File: config.mk
export PLATFORM = sky130hd
export DESIGN_NAME = uart_fifo_unit
export DESIGN_NICKNAME = d
export VERILOG_FILES = /design/src/rtl/uart_fifo_unit.sv
export SDC_FILE = /design/constraint.sdc
export NUM_CORES = 1
export LEC_CHECK = 0
export BUFFER_PORTS_ARGS = -buffer_cell sky130_fd_sc_hd__buf_2
export CAP_MARGIN = 20
export CORE_MARGIN = 2
export CORE_UTILIZATION = 64
export DETAILED_ROUTE_END_ITERATION = 8
export PLACE_DENSITY = 0.85
export SLEW_MARGIN = 25
export SYNTH_ARGS = -nofsm -noshare
export SYNTH_HDL_FRONTEND = slang
export SYNTH_SLANG_ARGS = --single-unit
File: constraint.sdc
create_clock -name CLK -period 7.88 [get_ports CLK]
set_input_delay 0 -clock CLK [delete_from_list [all_inputs] [get_ports CLK]]
set_output_delay 0 -clock CLK [all_outputs]
set_load 0.05 [all_outputs]
File: src/rtl/uart_fifo_unit.sv
// uart_fifo_unit: memory-mapped UART with run-time baud divisor, parity/stop options, TX/RX FIFOs, sticky errors and level irq
module uart_fifo_unit #(
    parameter logic [31:0] BASE_ADDR = 32'h40000018,
    parameter int          TX_DEPTH  = 8,
    parameter int          RX_DEPTH  = 8,
    parameter logic [15:0] DIV_RESET = 16'd26
) (
    input  logic        CLK,
    input  logic        Reset_n,
    input  logic        rd,
    input  logic        wr,
    input  logic [31:0] addr,
    input  logic [31:0] wdata,
    output logic [31:0] rdata,
    output logic        out,
    input  logic        in,
    output logic        irq
);
    localparam int TAW = $clog2(TX_DEPTH);
    localparam int RAW = $clog2(RX_DEPTH);

    typedef enum logic [2:0] {T_IDLE, T_START, T_DATA, T_PAR, T_STOP} tx_state_t;
    typedef enum logic [2:0] {R_IDLE, R_START, R_DATA, R_PAR, R_STOP} rx_state_t;

    logic sel_txd, sel_rxd, sel_con, sel_baud, con_wr;
    logic [4:0]  con;
    logic [15:0] div, tick_cnt;
    logic        tick, ov, pe, fe, set_ov, set_pe, set_fe;
    logic [31:0] con_rd;
    logic        unused_wdata;

    logic [7:0]  tx_mem [TX_DEPTH];
    logic [TAW:0] tx_wp, tx_rp;
    logic        tx_empty, tx_full, tx_push, tx_pop, tx_busy;
    logic [7:0]  tx_head;
    tx_state_t   tx_st, tx_nx;
    logic [7:0]  tx_sh, tx_sh_nx;
    logic [3:0]  tx_tcnt, tx_tcnt_nx;
    logic [2:0]  tx_bcnt, tx_bcnt_nx;
    logic        tx_scnt, tx_scnt_nx, tx_par_en, tx_par_en_nx, tx_par_bit, tx_par_bit_nx;
    logic        tx_two, tx_two_nx, tx_bit_end, tx_load;

    logic [7:0]  rx_mem [RX_DEPTH];
    logic [RAW:0] rx_wp, rx_rp;
    logic        rx_empty, rx_full, rx_push, rx_pop, rx_wr;
    logic [1:0]  sync;
    logic        rx_s, rx_samp;
    rx_state_t   rx_st, rx_nx;
    logic [7:0]  rx_sh, rx_sh_nx;
    logic [3:0]  rx_tcnt, rx_tcnt_nx;
    logic [2:0]  rx_bcnt, rx_bcnt_nx;

    assign sel_txd  = addr == BASE_ADDR;
    assign sel_rxd  = addr == BASE_ADDR + 32'd4;
    assign sel_con  = addr == BASE_ADDR + 32'd8;
    assign sel_baud = addr == BASE_ADDR + 32'd12;
    assign con_wr   = wr & sel_con;
    assign unused_wdata = ^wdata[31:16];

    assign tx_empty = tx_wp == tx_rp;
    assign tx_full  = (tx_wp[TAW] != tx_rp[TAW]) && (tx_wp[TAW-1:0] == tx_rp[TAW-1:0]);
    assign tx_push  = wr & sel_txd & ~tx_full;
    assign tx_head  = tx_mem[tx_rp[TAW-1:0]];
    assign tx_busy  = tx_st != T_IDLE;

    assign rx_empty = rx_wp == rx_rp;
    assign rx_full  = (rx_wp[RAW] != rx_rp[RAW]) && (rx_wp[RAW-1:0] == rx_rp[RAW-1:0]);
    assign rx_pop   = rd & sel_rxd & ~rx_empty;
    assign rx_wr    = rx_push & (~rx_full | rx_pop);
    assign set_ov   = rx_push & rx_full & ~rx_pop;
    assign rx_s     = sync[1];

    assign tick   = tick_cnt == div;
    assign con_rd = {16'b0, fe, pe, ov, rx_full, ~rx_empty, tx_busy, tx_empty, tx_full, 3'b0, con};
    assign rdata  = !rd ? 32'b0 :
                    sel_rxd ? {24'b0, rx_empty ? 8'b0 : rx_mem[rx_rp[RAW-1:0]]} :
                    sel_con ? con_rd :
                    sel_baud ? {16'b0, div} : 32'b0;
    assign out = tx_st == T_START ? 1'b0 :
                 tx_st == T_DATA  ? tx_sh[0] :
                 tx_st == T_PAR   ? tx_par_bit : 1'b1;

    // Control register, baud divisor and write-1-to-clear error flags (a new error wins over a clear)
    always_ff @(posedge CLK or negedge Reset_n)
        if (!Reset_n) begin
            con <= 5'b0;
            div <= DIV_RESET;
            ov  <= 1'b0;
            pe  <= 1'b0;
            fe  <= 1'b0;
        end else begin
            if (con_wr) con <= wdata[4:0];
            if (wr && sel_baud) div <= wdata[15:0];
            ov <= set_ov | (ov & ~(con_wr & wdata[13]));
            pe <= set_pe | (pe & ~(con_wr & wdata[14]));
            fe <= set_fe | (fe & ~(con_wr & wdata[15]));
        end

    // Oversampling tick divider; a divisor write restarts the count
    always_ff @(posedge CLK or negedge Reset_n)
        if (!Reset_n) tick_cnt <= 16'b0;
        else tick_cnt <= (wr && sel_baud) || tick ? 16'b0 : tick_cnt + 16'd1;

    // FIFO storage needs no reset; validity is tracked by the pointers
    always_ff @(posedge CLK) begin
        if (tx_push) tx_mem[tx_wp[TAW-1:0]] <= wdata[7:0];
        if (rx_wr) rx_mem[rx_wp[RAW-1:0]] <= rx_sh;
    end

    // FIFO pointers carry an extra wrap bit to tell full from empty
    always_ff @(posedge CLK or negedge Reset_n)
        if (!Reset_n) begin
            tx_wp <= '0;
            tx_rp <= '0;
            rx_wp <= '0;
            rx_rp <= '0;
        end else begin
            tx_wp <= tx_wp + {{TAW{1'b0}}, tx_push};
            tx_rp <= tx_rp + {{TAW{1'b0}}, tx_pop};
            rx_wp <= rx_wp + {{RAW{1'b0}}, rx_wr};
            rx_rp <= rx_rp + {{RAW{1'b0}}, rx_pop};
        end

    // TX state and shift datapath; frame format is latched when a byte is loaded
    always_ff @(posedge CLK or negedge Reset_n)
        if (!Reset_n) begin
            tx_st      <= T_IDLE;
            tx_sh      <= 8'b0;
            tx_tcnt    <= 4'b0;
            tx_bcnt    <= 3'b0;
            tx_scnt    <= 1'b0;
            tx_par_en  <= 1'b0;
            tx_par_bit <= 1'b0;
            tx_two     <= 1'b0;
        end else begin
            tx_st      <= tx_nx;
            tx_sh      <= tx_sh_nx;
            tx_tcnt    <= tx_tcnt_nx;
            tx_bcnt    <= tx_bcnt_nx;
            tx_scnt    <= tx_scnt_nx;
            tx_par_en  <= tx_par_en_nx;
            tx_par_bit <= tx_par_bit_nx;
            tx_two     <= tx_two_nx;
        end

    // TX next state: each bit lasts 16 ticks; STOP chains straight into START when data waits
    always_comb begin
        tx_nx         = tx_st;
        tx_sh_nx      = tx_sh;
        tx_tcnt_nx    = tx_tcnt;
        tx_bcnt_nx    = tx_bcnt;
        tx_scnt_nx    = tx_scnt;
        tx_par_en_nx  = tx_par_en;
        tx_par_bit_nx = tx_par_bit;
        tx_two_nx     = tx_two;
        tx_load       = 1'b0;
        tx_bit_end    = tick && tx_tcnt == 4'd15;
        if (tick && tx_st != T_IDLE) tx_tcnt_nx = tx_tcnt + 4'd1;
        case (tx_st)
            T_IDLE:  tx_load = tick & ~tx_empty;
            T_START: if (tx_bit_end) begin
                tx_nx      = T_DATA;
                tx_bcnt_nx = 3'd0;
            end
            T_DATA:  if (tx_bit_end) begin
                tx_sh_nx   = tx_sh >> 1;
                tx_bcnt_nx = tx_bcnt + 3'd1;
                tx_scnt_nx = 1'b0;
                if (tx_bcnt == 3'd7) tx_nx = tx_par_en ? T_PAR : T_STOP;
            end
            T_PAR:   if (tx_bit_end) begin
                tx_nx      = T_STOP;
                tx_scnt_nx = 1'b0;
            end
            T_STOP:  if (tx_bit_end) begin
                if (tx_two && !tx_scnt) tx_scnt_nx = 1'b1;
                else if (!tx_empty) tx_load = 1'b1;
                else tx_nx = T_IDLE;
            end
            default: tx_nx = T_IDLE;
        endcase
        if (tx_load) begin
            tx_nx         = T_START;
            tx_sh_nx      = tx_head;
            tx_tcnt_nx    = 4'd0;
            tx_par_en_nx  = con[3] ^ con[2];
            tx_par_bit_nx = ^tx_head ^ con[3];
            tx_two_nx     = con[4];
        end
    end
    assign tx_pop = tx_load;

    // RX line synchroniser, state and shift register
    always_ff @(posedge CLK or negedge Reset_n)
        if (!Reset_n) begin
            sync    <= 2'b11;
            rx_st   <= R_IDLE;
            rx_sh   <= 8'b0;
            rx_tcnt <= 4'b0;
            rx_bcnt <= 3'b0;
        end else begin
            sync    <= {sync[0], in};
            rx_st   <= rx_nx;
            rx_sh   <= rx_sh_nx;
            rx_tcnt <= rx_tcnt_nx;
            rx_bcnt <= rx_bcnt_nx;
        end

    // RX next state: sample 8 ticks after start detection, then every 16 ticks; config is live
    always_comb begin
        rx_nx      = rx_st;
        rx_sh_nx   = rx_sh;
        rx_tcnt_nx = rx_tcnt;
        rx_bcnt_nx = rx_bcnt;
        rx_push    = 1'b0;
        set_pe     = 1'b0;
        set_fe     = 1'b0;
        rx_samp    = tick && rx_tcnt == 4'd7;
        if (tick && rx_st != R_IDLE) rx_tcnt_nx = rx_tcnt + 4'd1;
        case (rx_st)
            R_IDLE:  if (tick && !rx_s) begin
                rx_nx      = R_START;
                rx_tcnt_nx = 4'd0;
            end
            R_START: if (rx_samp) begin
                rx_nx      = rx_s ? R_IDLE : R_DATA;
                rx_bcnt_nx = 3'd0;
            end
            R_DATA:  if (rx_samp) begin
                rx_sh_nx   = {rx_s, rx_sh[7:1]};
                rx_bcnt_nx = rx_bcnt + 3'd1;
                if (rx_bcnt == 3'd7) rx_nx = con[3] ^ con[2] ? R_PAR : R_STOP;
            end
            R_PAR:   if (rx_samp) begin
                set_pe = rx_s != (^rx_sh ^ con[3]);
                rx_nx  = R_STOP;
            end
            R_STOP:  if (rx_samp) begin
                set_fe  = ~rx_s;
                rx_push = 1'b1;
                rx_nx   = R_IDLE;
            end
            default: rx_nx = R_IDLE;
        endcase
    end

    // Registered level interrupt
    always_ff @(posedge CLK or negedge Reset_n)
        if (!Reset_n) irq <= 1'b0;
        else irq <= (con[0] & tx_empty & ~tx_busy) | (con[1] & ~rx_empty);
endmodule

==> results.md, run 1 <==
* Status: complete, no violations
* Drt total wl at 22580 um
* Worst Path Required at 8000 ps
* Post-CTS Resized at 0
* Chip width at 131.2 um
* RSZ-0062 raised after global routing: no
* Slew Limit Fails at 0
* Critical path type: reg2reg
* TritonCTS clock tree: done
* Post-route ant nets at 0
* Clk buf depth at 3
* CP max stage cell: dfrtp_1
* Vias in the first global route at 6721
* Max Fclk at 309.5 MHz
* Crit end category: register
* CP startpoint kind: register
* Slew headroom at 0.3748
* Layout cell share with drive strength beyond 1 at 0.2024
* Synth async-reset ratio at 0.4361
* Num CTS Buffers at 23
* Final setup margin at 4649 ps
* Maxcap violations at 0
* CP Depth at 6
* Initial Util at 0.6546
* Arrival time worst endpoint at 3360 ps
* Final Cell Area at 11740 um^2
* R2R depth at 6
* Core area at 15830 um^2
* Worst Path Buf+Inv at 0
* Crit share post-route at 0.4101
* Post-Syn Area at 10360 um^2
* Max IR drop VDD at 223.5 uV
* Worst r2r src: tx_rp[0]
* Worst skew pair latency at 510 ps
* # diodes at 0
* Avg Cell Area, Syn at 14.14 um^2
* Total power at 2.648 mW
* Worst clock skew at 12.75 ps
* Initial antenna violation count at 0
* Reg-to-Reg End: tx_mem[3][5]
* GR Util All Layers at 0.2704
* First-pass GRT wire length at 36480 um
* CP startpoint: tx_rp[0]
* Hpwl dp at 15360 um
* # DRC at 0
* Worst-path fanout max at 18
* Port bufs at 70
* Pre-CTS WS at 4626 ps
* Commonest non-fill, non-tap cell in the layout: edfxtp_1
* Fin crit period at 3231 ps
* Ys Warns at 0
* Mapped Cells at 733
* Starting DRC count in detailed routing at 600
* Die Ht at 131.2 um
* Worst path cell trace: xnor2_1 -> nand3_1 -> nor2_1 -> nor4_1 -> nand2_1 -> nor2_1
* Worst hold slack at 35.03 ps
* Vias at 6486
* Post-CTS setup buffers at 0
* Register bit total from synthesis at 227
* Root buffer cell: clkbuf_16
* Average wire per standard cell at 21.38 um
* Commonest cells after routing, fill and taps aside: 128 x edfxtp_1, 94 x dfrtp_1, 69 x buf_2, 57 x nor2_1, 38 x nand2_1
* Finish-stage setup viols at 0
* Largest delay share family, worst path: simple AND/OR/NAND/NOR gates
* Post-synth EDFFs at 128
* Synth unique cells at 63
* Cell mode on critical path: nor2_1
* Grt ovf at 0
* Hold WC Path Type: in2reg
* Least-Margin Pin Slew at 934.4 ps
* Fill count at 964
* Leakage power at 4.850 nW
* Clock sinks at 227
* CTS clock-pin slew for the worst setup and hold paths at 60 ps
* P&R area growth vs syn at 13.30%
* Largest net degree at the start of global routing at 51
* Final Hold Viols at 0
* Area post-placement at 10840 um^2
* Crit-path max cell delay at 940 ps
* Seq/Total Area, Yosys at 0.6107
* Most used DFF post-synth: edfxtp_1
* # IOs at 103
* Setup TNS at 0 ps
* Vias/cell at 6.142
* Worst R2R Setup Slack at 4650 ps
* Nets at 908
* Worst Setup EP: tx_mem[3][5]
* RD Place Congestion at 0.8890
* PD cells at 225.6 nW/um^2
* Die area at 17220 um^2
* DR pass1 iterations at 5
* Std cell rows at 46
* Htree depth at 1
tightest hold or removal path: stages:
cell and delay (ps):
buf_2 130, nor2_1 130, nand3_1 100, o21ai_0 80
nand2_1 60
final cells by class:
class	count	area, um^2	share of cell area
inverter	13	48.80	0.004157
tap	216	270.3	0.02302
timing repair buffer	98	610.6	0.05201
multi-input combinational	461	3776	0.3217
clock inverter	13	111.4	0.009486
sequential	227	6327	0.5390
clock buffer	28	594.3	0.05063
sequential cells by signal (all words and copies together) (netlist names), 4 cells and up:
register and cells:
rx_mem 64, tx_mem 64, div 16, tick_cnt 16
rx_sh 8, tx_sh 8, con 5, rx_rp 4
rx_tcnt 4, rx_wp 4, tx_rp 4, tx_tcnt 4
tx_wp 4
per-layer routing:
metal | global-route usage | part of all wire | routed length (um) | up-vias
li1 | - | - | - | 2896
met1 | 0.3576 | 0.40 | 9031 | 3272
met2 | 0.4716 | 0.52 | 11690 | 261
met3 | 0.04244 | 0.056 | 1269 | 57
met4 | 0.07488 | 0.026 | 591 | 0
met5 | 0 | 0 | 0 | -
cells in the mapped netlist (3+ instances only):
library cell	count	area [um^2]
a221oi_1	5	43.79
o21a_1	6	45.04
nor3b_1	3	22.52
nor3_1	23	115.1
nand2b_1	8	50.05
nand4_1	9	56.30
edfxtp_1	128	3844
inv_1	13	48.80
o21ai_0	15	75.07
or3_1	4	25.02
buf_2	8	40.04
mux4_1	15	394.1
nand2_1	38	142.6
a22oi_1	7	52.55
o31ai_1	4	30.03
nor4_1	11	68.82
clkbuf_1	18	67.56
o2bb2ai_1	3	26.28
xnor2_1	34	297.8
xor2_1	32	280.3
and3_1	10	62.56
ha_1	15	187.7
nor2_1	57	214.0
buf_4	17	127.6
mux2_2	32	360.4
dfrtp_1	94	2352
dfstp_2	5	131.4
nand3_1	20	100.1
and2_1	4	25.02
a21oi_1	8	40.04
a22o_1	6	52.55
mux4_2	17	382.9
nand3b_1	3	22.52
mux2i_1	28	280.3
metrics by stage:
stage | utilization | std cells
after global placement | 0.6844 | 996
final | 0.7417 | 1056
after global routing | 0.7417 | 1056
after CTS | 0.7417 | 1056
after floorplan | - | 748
after detailed placement | 0.6851 | 996
what timing repair did:
| action | in CTS | in global routing |
|---|---|---|
| setup endpoints to repair | 0 | 0 |
| endpoints found under the hold margin | 139 | 0 |
| hold buffers | 19 | 0 |
worst min-delay path by stage:
stage / endpoint / slack (ps) / from / cells after the start
global route: pe / 80 / addr[2] / 5
floorplan: con[0] / -300 / Reset_n / 0
finish: pe / 40 / addr[2] / 5
CTS: pe / 1 / addr[2] / 5
detailed placement: tx_sh[3] / 70 / Reset_n / 1
global placement: tx_sh[3] / 60 / Reset_n / 1
power breakdown:
group,switching (mW),internal [mW]
Combinational,0.119,0.102
Sequential,0.0657,1.33
Clock,0.435,0.600
Total,0.620,2.03
kinds of logic after synthesis:
logic type	Yosys count	share of synthesized area
DFF	227	0.6107
and+or+nand+nor	201	0.09613
muxes	94	0.1396
AOI/OAI and AO/OA	68	0.04577
xor gates and xnor gates	67	0.05809
buffers and inverters	60	0.03128
adders and majority gates	15	0.01811
other	1	0.0003619
(Power assumes the default switching activity.)
==> run 2, diff against run 1 <==
--- a/config.mk
+++ b/config.mk
@@ -8,9 +8,9 @@
 export BUFFER_PORTS_ARGS = -buffer_cell sky130_fd_sc_hd__buf_2
 export CAP_MARGIN = 20
 export CORE_MARGIN = 2
-export CORE_UTILIZATION = 64
+export CORE_UTILIZATION = 59
 export DETAILED_ROUTE_END_ITERATION = 8
-export PLACE_DENSITY = 0.85
+export PLACE_DENSITY = 0.8
 export SLEW_MARGIN = 25
 export SYNTH_ARGS = -nofsm -noshare
 export SYNTH_HDL_FRONTEND = slang
==> constraint.sdc (replaced) <==
create_clock -name CLK -period 3.1 [get_ports CLK]
set_input_delay 0 -clock CLK [delete_from_list [all_inputs] [get_ports CLK]]
set_output_delay 0 -clock CLK [all_outputs]
set_load 0.05 [all_outputs]
==> results.md, run 2 (synthesis results as in run 1) <==
* Worst clock skew at 18.13 ps
* # IOs at 103
* Fin util at 0.7036
* Chip width at 136.5 um
* R2R depth at 9
* Drt total wl at 22790 um
* Least-Margin Pin Slew at 914.1 ps
* P&R area growth vs syn at 17.05%
* CP startpoint kind: register
* Vias at 6610
* Root buffer cell: clkbuf_16
* Reg-to-Reg End: rx_wp[2]
* Slew Limit Fails at 0
* Maxcap violations at 0
* Setup TNS at 0 ps
* First-pass GRT wire length at 35940 um
* Commonest non-fill, non-tap cell in the layout: edfxtp_1
* Worst hold slack at 57.10 ps
* Starting DRC count in detailed routing at 473
* Fill count at 1091
* Fin crit period at 2737 ps
* TritonCTS clock tree: done
* Initial Util at 0.6011
* Vias in the first global route at 6784
* Core area at 17240 um^2
* Htree depth at 1
* Worst-path fanout max at 11
* Vias/cell at 6.020
* Placed Cells at 1032
* # diodes at 0
* Worst skew pair latency at 520 ps
* Status: complete, no violations
* Finish-stage setup viols at 0
* # DRC at 0
* Hpwl dp at 15780 um
* Clock sinks at 227
* Die Ht at 136.5 um
* Max Fclk at 365.4 MHz
* Worst r2r src: div[4]
* Die area at 18640 um^2
* Post-route ant nets at 0
* Largest net degree at the start of global routing at 55
* Final Hold Viols at 0
* RD Place Congestion at 0.9424
* Num CTS Buffers at 24
* Commonest cells after routing, fill and taps aside: 128 x edfxtp_1, 94 x dfrtp_1, 69 x buf_2, 57 x nor2_1
* Crit share post-route at 0.8828
* DR pass1 iterations at 5
* Crit end category: primary output
* Std cell rows at 48
* CTS clock-pin slew for the worst setup and hold paths at 60 ps
* Leakage power at 5.083 nW
* Initial antenna violation count at 0
* Port bufs at 70
* PD cells at 584.9 nW/um^2
* Nets at 939
* Clk buf depth at 3
* Hold WC Path Type: in2async
* Arrival time worst endpoint at 2740 ps
* Slew headroom at 0.3859
* Average wire per standard cell at 20.75 um
* Worst Path Required at 3100 ps
* Fin cells at 1098
* GR Util All Layers at 0.2517
* Layout cell share with drive strength beyond 1 at 0.2428
* Critical path type: reg2out
* Worst R2R Setup Slack at 460 ps
* RSZ-0062 raised after global routing: no
* Grt ovf at 0
* Max IR drop VDD at 545.0 uV
==> run 2: changes by cell type in the layout (fill, tap and decap cells not counted), moves of 3 or more <==
cell,change
buf_4,+28
clkinv_1,-8
clkbuf_8,+4
clkbuf_1,-3
clkinv_2,+3
inv_4,+3
==> run 2: critical path: stages, from the launching register on <==
cell and delay [ps]:
dfrtp_1 750, xor2_1 200, nor3_1 80, nand2_1 200
nand2_1 180, o21a_1 230, nor3_1 250, buf_2 330
==> run 2: cell type report <==
| class | instances | area [um^2] | share of cell area |
|---|---|---|---|
| Sequential cell | 227 | 6327 | 0.5217 |
| Multi-Input combinational cell | 461 | 3771 | 0.3109 |
| Timing Repair Buffer | 128 | 850.8 | 0.07015 |
| Clock buffer | 32 | 695.7 | 0.05736 |
| Tap cell | 225 | 281.5 | 0.02321 |
| Clock inverter | 12 | 152.6 | 0.01259 |
| Inverter | 13 | 48.80 | 0.004024 |
==> run 2: layer usage <==
layer	part of all wire	GRT usage
met4	0.036	0.09259
met3	0.055	0.03556
met1	0.38	0.3160
met2	0.53	0.4458
met5	0	0
==> run 2: worst max path at each step <==
stage                 startpoint            to  slack (ps)  depth (start not counted)
floorplan                 div[4]  rx_mem[1][0]         370                          7
global placement    tick_cnt[11]      rx_wp[2]         350                          8
detailed placement        div[4]  rx_mem[5][5]         250                          7
CTS                       div[4]  rx_mem[5][6]         180                          7
global route            rx_rp[0]      rdata[6]         230                          6
finish                  rx_rp[2]      rdata[3]         360                          7
==> run 2: where the power goes <==
part	leakage, nW	switching (mW)	internal [mW]
clock network	0.422	1.15	1.84
registers	2.50	0.156	3.37
logic	2.16	0.318	0.261
==> run 2: stage by stage <==
step / total power, mW / area, um^2 / setup WS, ps
4_1_cts: 7.127 / 12110 / 182.6
6_report: 7.093 / 12130 / 363.2
5_1_grt: 7.338 / 12130 / 226.5
2_1_floorplan: 3.933 / 10420 / 373.7
3_3_place_gp: 4.066 / 11060 / 345.5
3_5_place_dp: 4.130 / 11060 / 245.1
==> run 2: repair_timing <==
action | CTS | global route
hold endpoints to repair | 142 | 0
buffers inserted | 0 | 2
hold buffers | 20 | 0
resized for setup | 0 | 1
endpoints found under the setup margin | 0 | 25
